File: src/rtl/cnn_lb_pkg.sv
// Shared types and constants for the line-buffer window sequencing logic.
package cnn_lb_pkg;

  typedef enum logic [1:0] {
    IDLE  = 2'd0,
    RUN   = 2'd1,
    FLUSH = 2'd2
  } lb_state_t;

  localparam int K_POOL     = 2;
  localparam int K_CONV     = 3;
  localparam int LB_LAT_MAX = 4;

endpackage

File: src/rtl/lb_valid_delay.sv
// DEPTH-stage shift register that carries the window tag {valid,row,col}
// alongside the line buffer's internal latency; DEPTH 0 degenerates to a wire.
module lb_valid_delay #(
  parameter int DEPTH = 1,
  parameter int W     = 1
) (
  input  logic         clk,
  input  logic         rst_n,
  input  logic [W-1:0] din,
  output logic [W-1:0] dout
);

  generate
    if (DEPTH == 0) begin : g_wire
      logic unused_clk_rst;
      assign unused_clk_rst = clk ^ rst_n;
      assign dout = din;
    end else begin : g_sr
      logic [W-1:0] sr [DEPTH];

      always_ff @(posedge clk or negedge rst_n) begin
        if (!rst_n) begin
          for (int i = 0; i < DEPTH; i++) sr[i] <= '0;
        end else begin
          sr[0] <= din;
          for (int i = 1; i < DEPTH; i++) sr[i] <= sr[i-1];
        end
      end

      assign dout = sr[DEPTH-1];
    end
  endgenerate

endmodule

File: src/rtl/lb_window_ctrl.sv
// Line-buffer window sequencer: frame FSM, row/col tracking, window strobe.
// Define LB_STRIDE2_EN to emit only every other window in each dimension.
module lb_window_ctrl
  import cnn_lb_pkg::*;
#(
  parameter int DATA_W = 8,
  parameter int IMG_W  = 480,
  parameter int IMG_H  = 480,
  parameter int K      = 3,
  parameter int CNT_W  = 10,
  parameter int LB_LAT = 1
) (
  input  logic              clk,
  input  logic              rst_n,
  input  logic              start,
  input  logic              s_valid,
  input  logic [DATA_W-1:0] s_data,
  output logic              s_ready,
  input  logic              m_ready,
  output logic              lb_valid_in,
  output logic [DATA_W-1:0] lb_din,
  output logic              win_valid,
  output logic [CNT_W-1:0]  win_row,
  output logic [CNT_W-1:0]  win_col,
  output logic              busy,
  output logic              frame_done
);

  localparam logic [CNT_W-1:0] COL_LAST = CNT_W'(IMG_W - 1);
  localparam logic [CNT_W-1:0] ROW_LAST = CNT_W'(IMG_H - 1);
  localparam logic [CNT_W-1:0] EDGE     = CNT_W'(K - 1);
  localparam int               FL_W     = $clog2(LB_LAT_MAX + 1);
  localparam logic [FL_W-1:0]  FL_LAST  = FL_W'(LB_LAT);
  localparam int               TAG_W    = 1 + 2 * CNT_W;

  lb_state_t         state;
  logic              armed;
  logic [CNT_W-1:0]  row;
  logic [CNT_W-1:0]  col;
  logic [FL_W-1:0]   flush_cnt;
  logic              accept;
  logic              vld_p0;
  logic [CNT_W-1:0]  row_p0;
  logic [CNT_W-1:0]  col_p0;
  logic [TAG_W-1:0]  tag_out;

  // Window membership of a pixel; under stride 2 the offset from the first
  // window position must be even, i.e. its LSB matches that of K-1.
  function automatic logic is_window(input logic [CNT_W-1:0] r,
                                     input logic [CNT_W-1:0] c);
    logic hit;
    hit = (r >= EDGE) && (c >= EDGE);
`ifdef LB_STRIDE2_EN
    hit = hit && (r[0] == EDGE[0]) && (c[0] == EDGE[0]);
`endif
    return hit;
  endfunction

  assign s_ready = (state == RUN) && m_ready;
  assign accept  = s_valid && s_ready;
  assign busy    = (state != IDLE);

  // armed blocks a start that coincides with the first edge after reset release
  always_ff @(posedge clk or negedge rst_n) begin
    if (!rst_n) begin
      state      <= IDLE;
      armed      <= 1'b0;
      row        <= '0;
      col        <= '0;
      flush_cnt  <= '0;
      frame_done <= 1'b0;
    end else begin
      armed      <= 1'b1;
      frame_done <= 1'b0;
      case (state)
        IDLE: begin
          if (start && armed) begin
            state <= RUN;
            row   <= '0;
            col   <= '0;
          end
        end
        RUN: begin
          if (accept) begin
            if (col == COL_LAST) begin
              col <= '0;
              if (row == ROW_LAST) begin
                row        <= '0;
                state      <= FLUSH;
                flush_cnt  <= '0;
                frame_done <= (LB_LAT == 0);
              end else begin
                row <= row + CNT_W'(1);
              end
            end else begin
              col <= col + CNT_W'(1);
            end
          end
        end
        FLUSH: begin
          if (flush_cnt == FL_LAST) begin
            state <= IDLE;
          end else begin
            flush_cnt  <= flush_cnt + FL_W'(1);
            frame_done <= ((flush_cnt + FL_W'(1)) == FL_LAST);
          end
        end
        default: state <= IDLE;
      endcase
    end
  end

  // Stage p0: registered line-buffer drive and window tag
  always_ff @(posedge clk or negedge rst_n) begin
    if (!rst_n) begin
      lb_valid_in <= 1'b0;
      vld_p0      <= 1'b0;
      lb_din      <= '0;
      row_p0      <= '0;
      col_p0      <= '0;
    end else begin
      lb_valid_in <= accept;
      vld_p0      <= accept && is_window(row, col);
      if (accept) begin
        lb_din <= s_data;
        row_p0 <= row;
        col_p0 <= col;
      end
    end
  end

  // Stage p1..: tag follows the line buffer's latency
  lb_valid_delay #(
    .DEPTH (LB_LAT),
    .W     (TAG_W)
  ) u_delay (
    .clk   (clk),
    .rst_n (rst_n),
    .din   ({vld_p0, row_p0, col_p0}),
    .dout  (tag_out)
  );

  assign {win_valid, win_row, win_col} = tag_out;

endmodule

File: config.mk
export PLATFORM = sky130hd
export DESIGN_NAME = lb_window_ctrl
export DESIGN_NICKNAME = d
export VERILOG_FILES = /design/src/rtl/cnn_lb_pkg.sv /design/src/rtl/lb_valid_delay.sv /design/src/rtl/lb_window_ctrl.sv
export SDC_FILE = /design/constraint.sdc
export NUM_CORES = 1
export LEC_CHECK = 0
export BUFFER_PORTS_ARGS = -buffer_cell sky130_fd_sc_hd__buf_2
export CAP_MARGIN = 20
export CORE_ASPECT_RATIO = 0.75
export CORE_MARGIN = 3
export CORE_UTILIZATION = 40
export CTS_BUF_LIST = sky130_fd_sc_hd__clkbuf_16
export CTS_CLUSTER_SIZE = 28
export DETAILED_ROUTE_END_ITERATION = 8
export SLEW_MARGIN = 20
export SYNTH_ARGS = -nofsm -noshare
export SYNTH_HDL_FRONTEND = slang
export SYNTH_SLANG_ARGS = --single-unit
File: constraint.sdc
create_clock -name clk -period 5.2 [get_ports clk]
set_input_delay 0 -clock clk [delete_from_list [all_inputs] [get_ports clk]]
set_output_delay 0 -clock clk [all_outputs]
set_load 0.01 [all_outputs]
==> results.md, run 1 <==
- Initial Util: 0.421
- Initial antenna violation count: 0
- Wire length per cell: 13.3 um
- Setup_tns: 0 ns
- Mapped Area: 0.00317 sq mm
- Top_reg_cell synth: dfrtp_1
- Number of global-route vias before repair: 2195
- Slew @ Worst Pin: 0.952 ns
- Design area: 0.00391 sq mm
- Worst-path clk slew: 0.06 ns
- Fin nets: 383
- Syn avg cell area: 10.3 sq um
- Critical path buffer and inverter count: 0
- Critical Path AT: 2.65 ns
- TritonCTS clock tree: done
- CTS root buf: clkbuf_16
- Worst VDD drop: 0.171 mV
- Worst path required time: 5.43 ns
- DR vias/cell: 4.88
- Tcrit/Tclk final: 0.464
- Core footprint: 0.00753 sq mm
- IO Port Bufs: 45
- Fin. Hold Viols: 0
- Worst Setup EP: row[3]
- Post-DP HPWL: 4090 um
- Post_cts resized: 0
- Yosys warnings: 0
- Total CTS buffers: 9
- Worst setup EP type: register
- CP max-delay cell: nor4_4
- Tmin final: 2.41 ns
- Reg2reg start: state[1]
- Clk sink count: 78
- Crit-path cells: nand4b_4, nor4_4, or2_2, nand2_1, o31ai_1
- Chip height: 83.1 um
- Slew Limit Fails: 0
- Leakage: 1.97 nW
- Final std cells w/o fill: 468
- First-pass GRT wire length: 10900 um
- Detailed Route Iter0 Violations: 140
- Dpl cells: 444
- Cells after synthesis: 307
- Max-Slew Margin vs Limit: 0.365
- P&R area growth vs syn: 23.2%
- Layout cell share with drive strength beyond 1: 0.185
- Post-Place Cell Area: 0.00348 sq mm
- #FFs+latches synth: 78
- Clock latency at the later pin of the worst-skew pair: 0.33 ns
- Worst Setup Start Kind: register
- DRT Pass-1 Iters: 4
- Commonest cells after routing, fill and taps aside: nand2_1 (89), dfrtp_1 (78), buf_2 (44), nor2_1 (23), o21ai_0 (13)
- Total Die Area: 0.00904 sq mm
- R2R cell count: 5
- Routed Antenna Nets: 0
- FMAX: 414 MHz
- Crit path from: state[1]
- Sequential fraction of the synthesis area: 0.615
- Unrepaired setup endpoints after global routing: false
- Setup violators final: 0
- Max Cap Violations: 0
- GRT Overall Usage: 0.152
- Via count: 2283
- Crit path max-delay family: simple AND/OR/NAND/NOR gates
- Status: finished clean
- # rows: 27
- H-tree Lvls: 3
- Largest net degree at the start of global routing: 79
- Most common cell after layout, fill and taps aside: nand2_1
- N_diodes: 0
- Worst R2R End: row[3]
- Drt drc: 0
- WS Path Type: register to register
- Worst path max stage delay: 0.58 ns
- Syn Nets: 327
- Worst clock skew: 0.00477 ns
- Routed wire length: 6240 um
- Die X: 109 um
- EDFF count, synth: 0
- Gr ovfl total: 0
- R2R Setup Slk: 2.79 ns
- I/O pins: 46
- Maximum clock path buffer count: 2
- HP Class: input port to register
- Routability cong.: 0.803
- CP Depth: 5
- Ys async rst share: 1.00
- Worst-path maximum fanout: 35
- Unique masters post-synth: 43
- PD cells: 397 mW/mm^2
[sequential cells by signal, summed over array words and instances (netlist names), 2 cells and up]
| name | cells |
|---|---|
| col | 10 |
| col_p0 | 10 |
| flush_cnt | 3 |
| lb_din | 8 |
| row | 10 |
| row_p0 | 10 |
| state | 2 |
| u_delay.dout | 21 |
[power breakdown]
| group | internal [mW] | leakage (nW) | switching (mW) |
|---|---|---|---|
| clock network | 0.466 | 0.160 | 0.236 |
| registers | 0.665 | 1.04 | 0.0448 |
| logic | 0.0595 | 0.779 | 0.0782 |
| total | 1.19 | 1.97 | 0.359 |
[cell usage after synthesis, types with 5 or more instances]
cell / n / area (sq um)
nand2_1: 89 / 334
dfrtp_1: 78 / 1950
nor2_1: 23 / 86.3
inv_1: 6 / 22.5
a21oi_1: 11 / 55.1
nor3_1: 7 / 35.0
o21ai_0: 13 / 65.1
xnor2_1: 6 / 52.6
nand3_1: 7 / 35.0
ha_1: 7 / 87.6
and2_1: 5 / 31.3
[cells by family after synthesis]
logic type | share of synthesized area
fa+ha+maj | 0.0276
other cells | 0.00118
compound gates | 0.0746
simple gates | 0.228
mux | 0.00316
flops | 0.615
xor+xnor | 0.0276
buf+inv | 0.0225
[worst reg2reg max path, delay by kind of cell (launching register included)]
family,cells,cell delay [ns]
compound gates,1,0.25
flops,1,0.44
simple gates,4,1.63
[worst min-delay path by stage]
stage	startpoint	to	cells past startpoint
floorplan	rst_n	armed	0
global placement	s_data[6]	lb_din[6]	3
detailed placement	s_data[3]	lb_din[3]	3
CTS	start	state[0]	5
global route	start	state[0]	5
finish	start	state[0]	5
[cell type report]
type / count / area, sq um
inverters: 7 / 26.3
well taps: 101 / 126
multi-input cells: 213 / 1150
clock buffers: 9 / 225
flip-flops and latches: 78 / 1950
clock inverters: 6 / 110
fillers: 661 / 3630
repair buffers: 54 / 318
[per-stage QoR]
step	setup slack, ns	hold slack, ns	power, mW	utilization
2_1_floorplan	3.43	-0.296	0.791	-
3_3_place_gp	2.83	0.193	0.854	0.462
3_5_place_dp	2.75	0.199	0.856	0.462
4_1_cts	2.74	0.0858	1.57	0.519
5_1_grt	2.51	0.197	1.62	0.519
6_report	2.79	0.0967	1.55	0.519
[timing repair]
action / CTS / global route
endpoints found under the hold margin: 86 / 0
buffers inserted: 0 / 0
hold buffers: 9 / 0
[per-layer routing]
metal  vias up  routed length [um]  GRT usage
met4         0                  57     0.0378
met3         6                 274     0.0466
li1       1132                   -          -
met5         -                   0          0
met2        43                2640      0.219
met1      1102                3270      0.223
Power figures use the tool's default switching activity.
==> inputs of run 2 (changes only) <==
==> constraint.sdc (replaced) <==
create_clock -name clk -period 2.2 [get_ports clk]
set_input_delay 0 -clock clk [delete_from_list [all_inputs] [get_ports clk]]
set_output_delay 0 -clock clk [all_outputs]
set_load 0.01 [all_outputs]
==> run 2 against run 1 <==
Clock skew rose by 0.0029 ns. Core utilization decreased by 0.28 points. Via count up 1.3%. Final cell count is 1.3% higher. Cell area decreased by 0.54%. Sequential share of layout area rose by 0.27 points. Largest power group unchanged.
==> results.md, run 2 (synthesized netlist as in run 1, its figures left out) <==
- DRT Pass-1 Iters: 4 (unchanged)
- Critical Path AT: 2.17 ns (was 2.65 ns)
- P&R area growth vs syn: 22.5% (was 23.2%)
- Fin nets: 389 (was 383)
- Tmin final: 1.94 ns (was 2.41 ns)
- Drt drc: 0 (unchanged)
- Max Cap Violations: 0 (unchanged)
- N_diodes: 0 (unchanged)
- Status: finished clean (unchanged)
- WHS: 0.104 ns (was 0.0967 ns)
- R2R Setup Slk: 0.26 ns (was 2.79 ns)
- Total Die Area: 0.00904 sq mm (unchanged)
- Worst clock skew: 0.00768 ns (was 0.00477 ns)
- TritonCTS clock tree: done (unchanged)
- Worst Setup EP: row[3] (unchanged)
- FMAX: 517 MHz (was 414 MHz)
- Most common cell after layout, fill and taps aside: nand2_1 (unchanged)
- Detailed Route Iter0 Violations: 105 (was 140)
- Die X: 109 um (unchanged)
- Gr ovfl total: 0 (unchanged)
- Worst setup EP type: register (unchanged)
- Initial Util: 0.421 (unchanged)
- DP Worst Slack: 0.231 ns (was 2.75 ns)
- GRT Overall Usage: 0.156 (was 0.152)
- Worst R2R End: row[3] (unchanged)
- Leakage: 1.97 nW (about the same)
- CTS root buf: clkbuf_16 (unchanged)
- Layout cell share with drive strength beyond 1: 0.201 (was 0.185)
- Clock latency at the later pin of the worst-skew pair: 0.33 ns (about the same)
- Worst path max stage delay: 0.42 ns (was 0.58 ns)
- Routed Antenna Nets: 0 (unchanged)
- Tcrit/Tclk final: 0.880 (was 0.464)
- Post-DP HPWL: 4200 um (was 4090 um)
- Reg2reg start: col[1] (was state[1])
- Post-Place Cell Area: 0.00353 sq mm (was 0.00348 sq mm)
- First-pass GRT wire length: 11100 um (was 10900 um)
- Tot Pwr: 3.32 mW (was 1.55 mW)
- Chip height: 83.1 um (unchanged)
- Initial antenna violation count: 0 (unchanged)
- WS Path Type: register to register (unchanged)
- Largest net degree at the start of global routing: 41 (was 79)
- IO Port Bufs: 45 (unchanged)
- # rows: 27 (unchanged)
- Clk sink count: 78 (unchanged)
- Dpl cells: 450 (was 444)
- Final std cells w/o fill: 474 (was 468)
- Design area: 0.00388 sq mm (was 0.00391 sq mm)
- Routed wire length: 6250 um (was 6240 um)
- Wire length per cell: 13.2 um (was 13.3 um)
- DR vias/cell: 4.88 (about the same)
- Crit-path cells: ha_1, nand4_1, nor4_4, or2_2, nand2_1, o31ai_1 (was nand4b_4, nor4_4, or2_2, nand2_1, o31ai_1)
- Number of global-route vias before repair: 2264 (was 2195)
- Utilization after layout: 0.516 (was 0.519)
- R2R cell count: 6 (was 5)
- Maximum clock path buffer count: 2 (unchanged)
- Worst VDD drop: 0.364 mV (was 0.171 mV)
- Max-Slew Margin vs Limit: 0.666 (was 0.365)
- Slew Limit Fails: 0 (unchanged)
- HP Class: input port to register (unchanged)
- PD cells: 854 mW/mm^2 (was 397 mW/mm^2)
- H-tree Lvls: 3 (unchanged)
- Setup violators final: 0 (unchanged)
- Unrepaired setup endpoints after global routing: false (unchanged)
- Largest register FFs: 21 (unchanged)
- Commonest cells after routing, fill and taps aside: nand2_1 (89), dfrtp_1 (78), buf_2 (44), nor2_1 (23), o21ai_0 (13) (unchanged)
- Via count: 2313 (was 2283)
- Setup WS post-layout: 0.265 ns (was 2.79 ns)
- Crit path from: col[1] (was state[1])
- Fin. Hold Viols: 0 (unchanged)
- Setup_tns: 0 ns (unchanged)
- Total CTS buffers: 9 (unchanged)
- Worst-path maximum fanout: 12 (was 35)
- Worst path required time: 2.44 ns (was 5.43 ns)
- CP max-delay cell: dfrtp_1 (was nor4_4)
- Routability cong.: 0.758 (was 0.803)
- Worst Setup Start Kind: register (unchanged)
- Worst-path clk slew: 0.06 ns (about the same)
- I/O pins: 46 (unchanged)
- Core footprint: 0.00753 sq mm (unchanged)
- Slew @ Worst Pin: 0.501 ns (was 0.952 ns)
run 2: changes by cell type in the layout (fill, tap and decap cells not counted), sizes merged:
cell	delta
bufinv	-3
clkinv	+3
buf	+6
run 2: worst min path at each step:
stage,slack [ns],endpoint,from,depth (start not counted)
after floorplan,-0.30,armed,rst_n,0
after global placement,0.008,col[5],rst_n,1
after detailed placement,0.02,col[7],rst_n,1
after CTS,0.1,state[0],start,5
after global routing,0.16,state[0],start,5
final,0.10,state[0],start,5
run 2: critical path, delay by kind of cell, from the launching register on:
family / cells / cell delay [ns]
compound gates: 1 / 0.25
simple gates: 4 / 0.95
fa+ha+maj: 1 / 0.23
flops: 1 / 0.42
run 2: report_power, final:
part,internal [mW],switching [mW],leakage [nW]
clock network,0.754,0.561,0.129
logic,0.146,0.187,0.809
registers,1.57,0.0983,1.04
run 2: layout make-up:
| type | instances | area, sq um |
|---|---|---|
| clock buffer | 9 | 225 |
| clock inverter | 6 | 38.8 |
| fill | 685 | 3650 |
| inverter | 7 | 26.3 |
| multi-input combinational | 213 | 1150 |
| sequential | 78 | 1950 |
| tap | 101 | 126 |
| timing repair buffer | 60 | 363 |
run 2: timing repair:
action / 4_1_cts / 5_1_grt
gates resized for setup: 0 / 1
setup buffers: 0 / 0
hold buffers: 9 / 0
hold endpoints to repair: 46 / 0
setup endpoints to repair: 0 / 1
run 2: layer usage:
layer / vias up / GRT usage / wire (um)
li1: 1154 / - / -
met1: 1101 / 0.221 / 3070
met2: 51 / 0.229 / 2820
met3: 7 / 0.0559 / 316
met4: 0 / 0.0413 / 48
met5: - / 0 / 0
==> inputs of run 3 (changes only) <==
--- a/config.mk
+++ b/config.mk
@@ -13,6 +13,8 @@
 export CTS_BUF_LIST = sky130_fd_sc_hd__clkbuf_16
 export CTS_CLUSTER_SIZE = 28
 export DETAILED_ROUTE_END_ITERATION = 8
+export HOLD_SLACK_MARGIN = 0.05
+export PLACE_DENSITY_LB_ADDON = 0.12
 export SLEW_MARGIN = 20
 export SYNTH_ARGS = -nofsm -noshare
 export SYNTH_HDL_FRONTEND = slang
==> run 3 against run 2 <==
Clock power grew 5%. Critical path depth is the same. Sequential share of layout area down 0.34 points. Flip-flop and latch count unchanged. Maximum frequency up 0.92%. Final cell count unchanged.
==> results.md, run 3 (synthesized netlist as in run 1, its figures left out) <==
- HP Class: input port to register (unchanged)
- Via count: 2293 (was 2313)
- IO Port Bufs: 45 (unchanged)
- Max-Slew Margin vs Limit: 0.584 (was 0.666)
- P&R area growth vs syn: 23.3% (was 22.5%)
- Filler Cell Count: 665 (was 685)
- H-tree Lvls: 3 (unchanged)
- Die X: 109 um (unchanged)
- GRT Overall Usage: 0.154 (was 0.156)
- FMAX: 522 MHz (was 517 MHz)
- GRT met3 Usage: 0.0575 (was 0.0559)
- Worst setup EP type: register (unchanged)
- Dpl cells: 449 (was 450)
- Crit path max-delay family: simple AND/OR/NAND/NOR gates (unchanged)
- Fin nets: 388 (was 389)
- Tcrit/Tclk final: 0.872 (was 0.880)
- Met2 layer usage reported by global route: 0.209 (was 0.229)
- PD cells: 866 mW/mm^2 (was 854 mW/mm^2)
- Total CTS buffers: 9 (unchanged)
- Worst path max stage delay: 0.41 ns (was 0.42 ns)
- Worst VDD drop: 0.409 mV (was 0.364 mV)
- Number of global-route vias before repair: 2236 (was 2264)
- Setup violators final: 0 (unchanged)
- Unrepaired setup endpoints after global routing: false (unchanged)
- Chip height: 83.1 um (unchanged)
- Seq. cell area: 0.00195 sq mm (unchanged)
- Largest register FFs: 21 (unchanged)
- Slew Limit Fails: 0 (unchanged)
- Post-DP HPWL: 4090 um (was 4200 um)
- Maximum clock path buffer count: 2 (unchanged)
- Initial antenna violation count: 0 (unchanged)
- Status: finished clean (unchanged)
- Total Die Area: 0.00904 sq mm (unchanged)
- Worst clock skew: 0.00617 ns (was 0.00768 ns)
- Footprint of the multi-input gates: 0.00116 sq mm (was 0.00115 sq mm)
- I/O pins: 46 (unchanged)
- Most common cell after layout, fill and taps aside: nand2_1 (unchanged)
- Critical Path AT: 2.15 ns (was 2.17 ns)
- Clk sink count: 78 (unchanged)
- Layout cell share with drive strength beyond 1: 0.204 (was 0.201)
- GR peak layer: met1 (was met2)
- Critical path buffer and inverter count: 0 (unchanged)
- WHS: 0.127 ns (was 0.104 ns)
- DR vias/cell: 4.84 (was 4.88)
- N_diodes: 0 (unchanged)
- Crit-path cells: ha_1, nand4_1, nor4_4, or2_4, nand2_1, o31ai_1 (was ha_1, nand4_1, nor4_4, or2_2, nand2_1, o31ai_1)
- Clock latency at the later pin of the worst-skew pair: 0.33 ns (about the same)
- Slew @ Worst Pin: 0.624 ns (was 0.501 ns)
- First-pass GRT wire length: 10900 um (was 11100 um)
- Worst-path maximum fanout: 12 (unchanged)
- Worst-path clk slew: 0.06 ns (about the same)
- Detailed Route Iter0 Violations: 93 (was 105)
- Worst Setup Start Kind: register (unchanged)
- Final std cells w/o fill: 474 (unchanged)
- Wire length per cell: 12.8 um (was 13.2 um)
- Core footprint: 0.00753 sq mm (unchanged)
- CTS root buf: clkbuf_16 (unchanged)
- Setup_tns: 0 ns (unchanged)
- WS Path Type: register to register (unchanged)
- TritonCTS clock tree: done (unchanged)
- Drt drc: 0 (unchanged)
- Fin. Hold Viols: 0 (unchanged)
- Routability cong.: 0.814 (was 0.758)
- Worst path required time: 2.43 ns (was 2.44 ns)
- # rows: 27 (unchanged)
- Max Cap Violations: 0 (unchanged)
- Commonest cells after routing, fill and taps aside: nand2_1 (89), dfrtp_1 (78), buf_2 (44), nor2_1 (23), o21ai_0 (13) (unchanged)
- Routed Antenna Nets: 0 (unchanged)
- Largest net degree at the start of global routing: 51 (was 41)
- Routed wire length: 6050 um (was 6250 um)
- Post-CTS Setup Bufs: 0 (unchanged)
- DRT Pass-1 Iters: 4 (unchanged)
- Tmin final: 1.92 ns (was 1.94 ns)
- Leakage: 1.98 nW (was 1.97 nW)
- CP max-delay cell: dfrtp_1 (unchanged)
- R2R Setup Slk: 0.28 ns (was 0.26 ns)
- Tot Pwr: 3.39 mW (was 3.32 mW)
- Initial Util: 0.421 (unchanged)
- Gr ovfl total: 0 (unchanged)
- Grt met1 use: 0.229 (was 0.221)
-- run 3: area by class of cell --
cell class,count,share of cell area
sequential,78,0.499
tap,101,0.0323
clock buffer,9,0.0576
timing repair buffer,59,0.0940
inverter,7,0.00672
multi-input combinational,213,0.296
clock inverter,7,0.0147
-- run 3: where the power goes --
group	total [mW]	switching (mW)	internal, mW	leakage [nW]
combinational	0.336	0.188	0.148	0.808
sequential	1.67	0.0968	1.57	1.04
clock	1.38	0.604	0.779	0.134
total	3.39	0.889	2.50	1.98
-- run 3: through the flow --
step	setup slack, ns	utilization	cell area (sq um)
floorplan	0.426	-	3170
global placement	0.298	0.469	3530
detailed placement	0.205	0.469	3530
CTS	0.187	0.518	3900
global route	0.0587	0.519	3910
finish	0.282	0.519	3910
-- run 3: worst min-delay path: stages --
cell and delay, ns:
buf_2 0.10, nand2_1 0.08, a21oi_1 0.05, a21oi_1 0.13, nor2_1 0.05
-- run 3: routing by layer --
metal	vias to the layer above	wire (um)
met2	48	2480
li1	1152	-
met3	7	333
met1	1086	3180
met5	-	0
met4	0	63
-- run 3: what timing repair did --
| item | CTS | global route |
|---|---|---|
| endpoints found under the setup margin | 0 | 2 |
| hold buffers | 9 | 0 |
| gates resized for setup | 0 | 2 |
| endpoints found under the hold margin | 57 | 0 |
-- run 3: path summary, 6_finish.rpt --
kind,startpoint,endpoint,cells past startpoint
setup / recovery,col[1],row[3],6
hold / removal,start,state[0],5
setup reg to reg,col[1],row[3],6
hold reg to reg,vld_p0,u_delay.dout[20],0
max in group asynchronous,rst_n,u_delay.dout[11],3
min in group asynchronous,rst_n,u_delay.dout[3],2
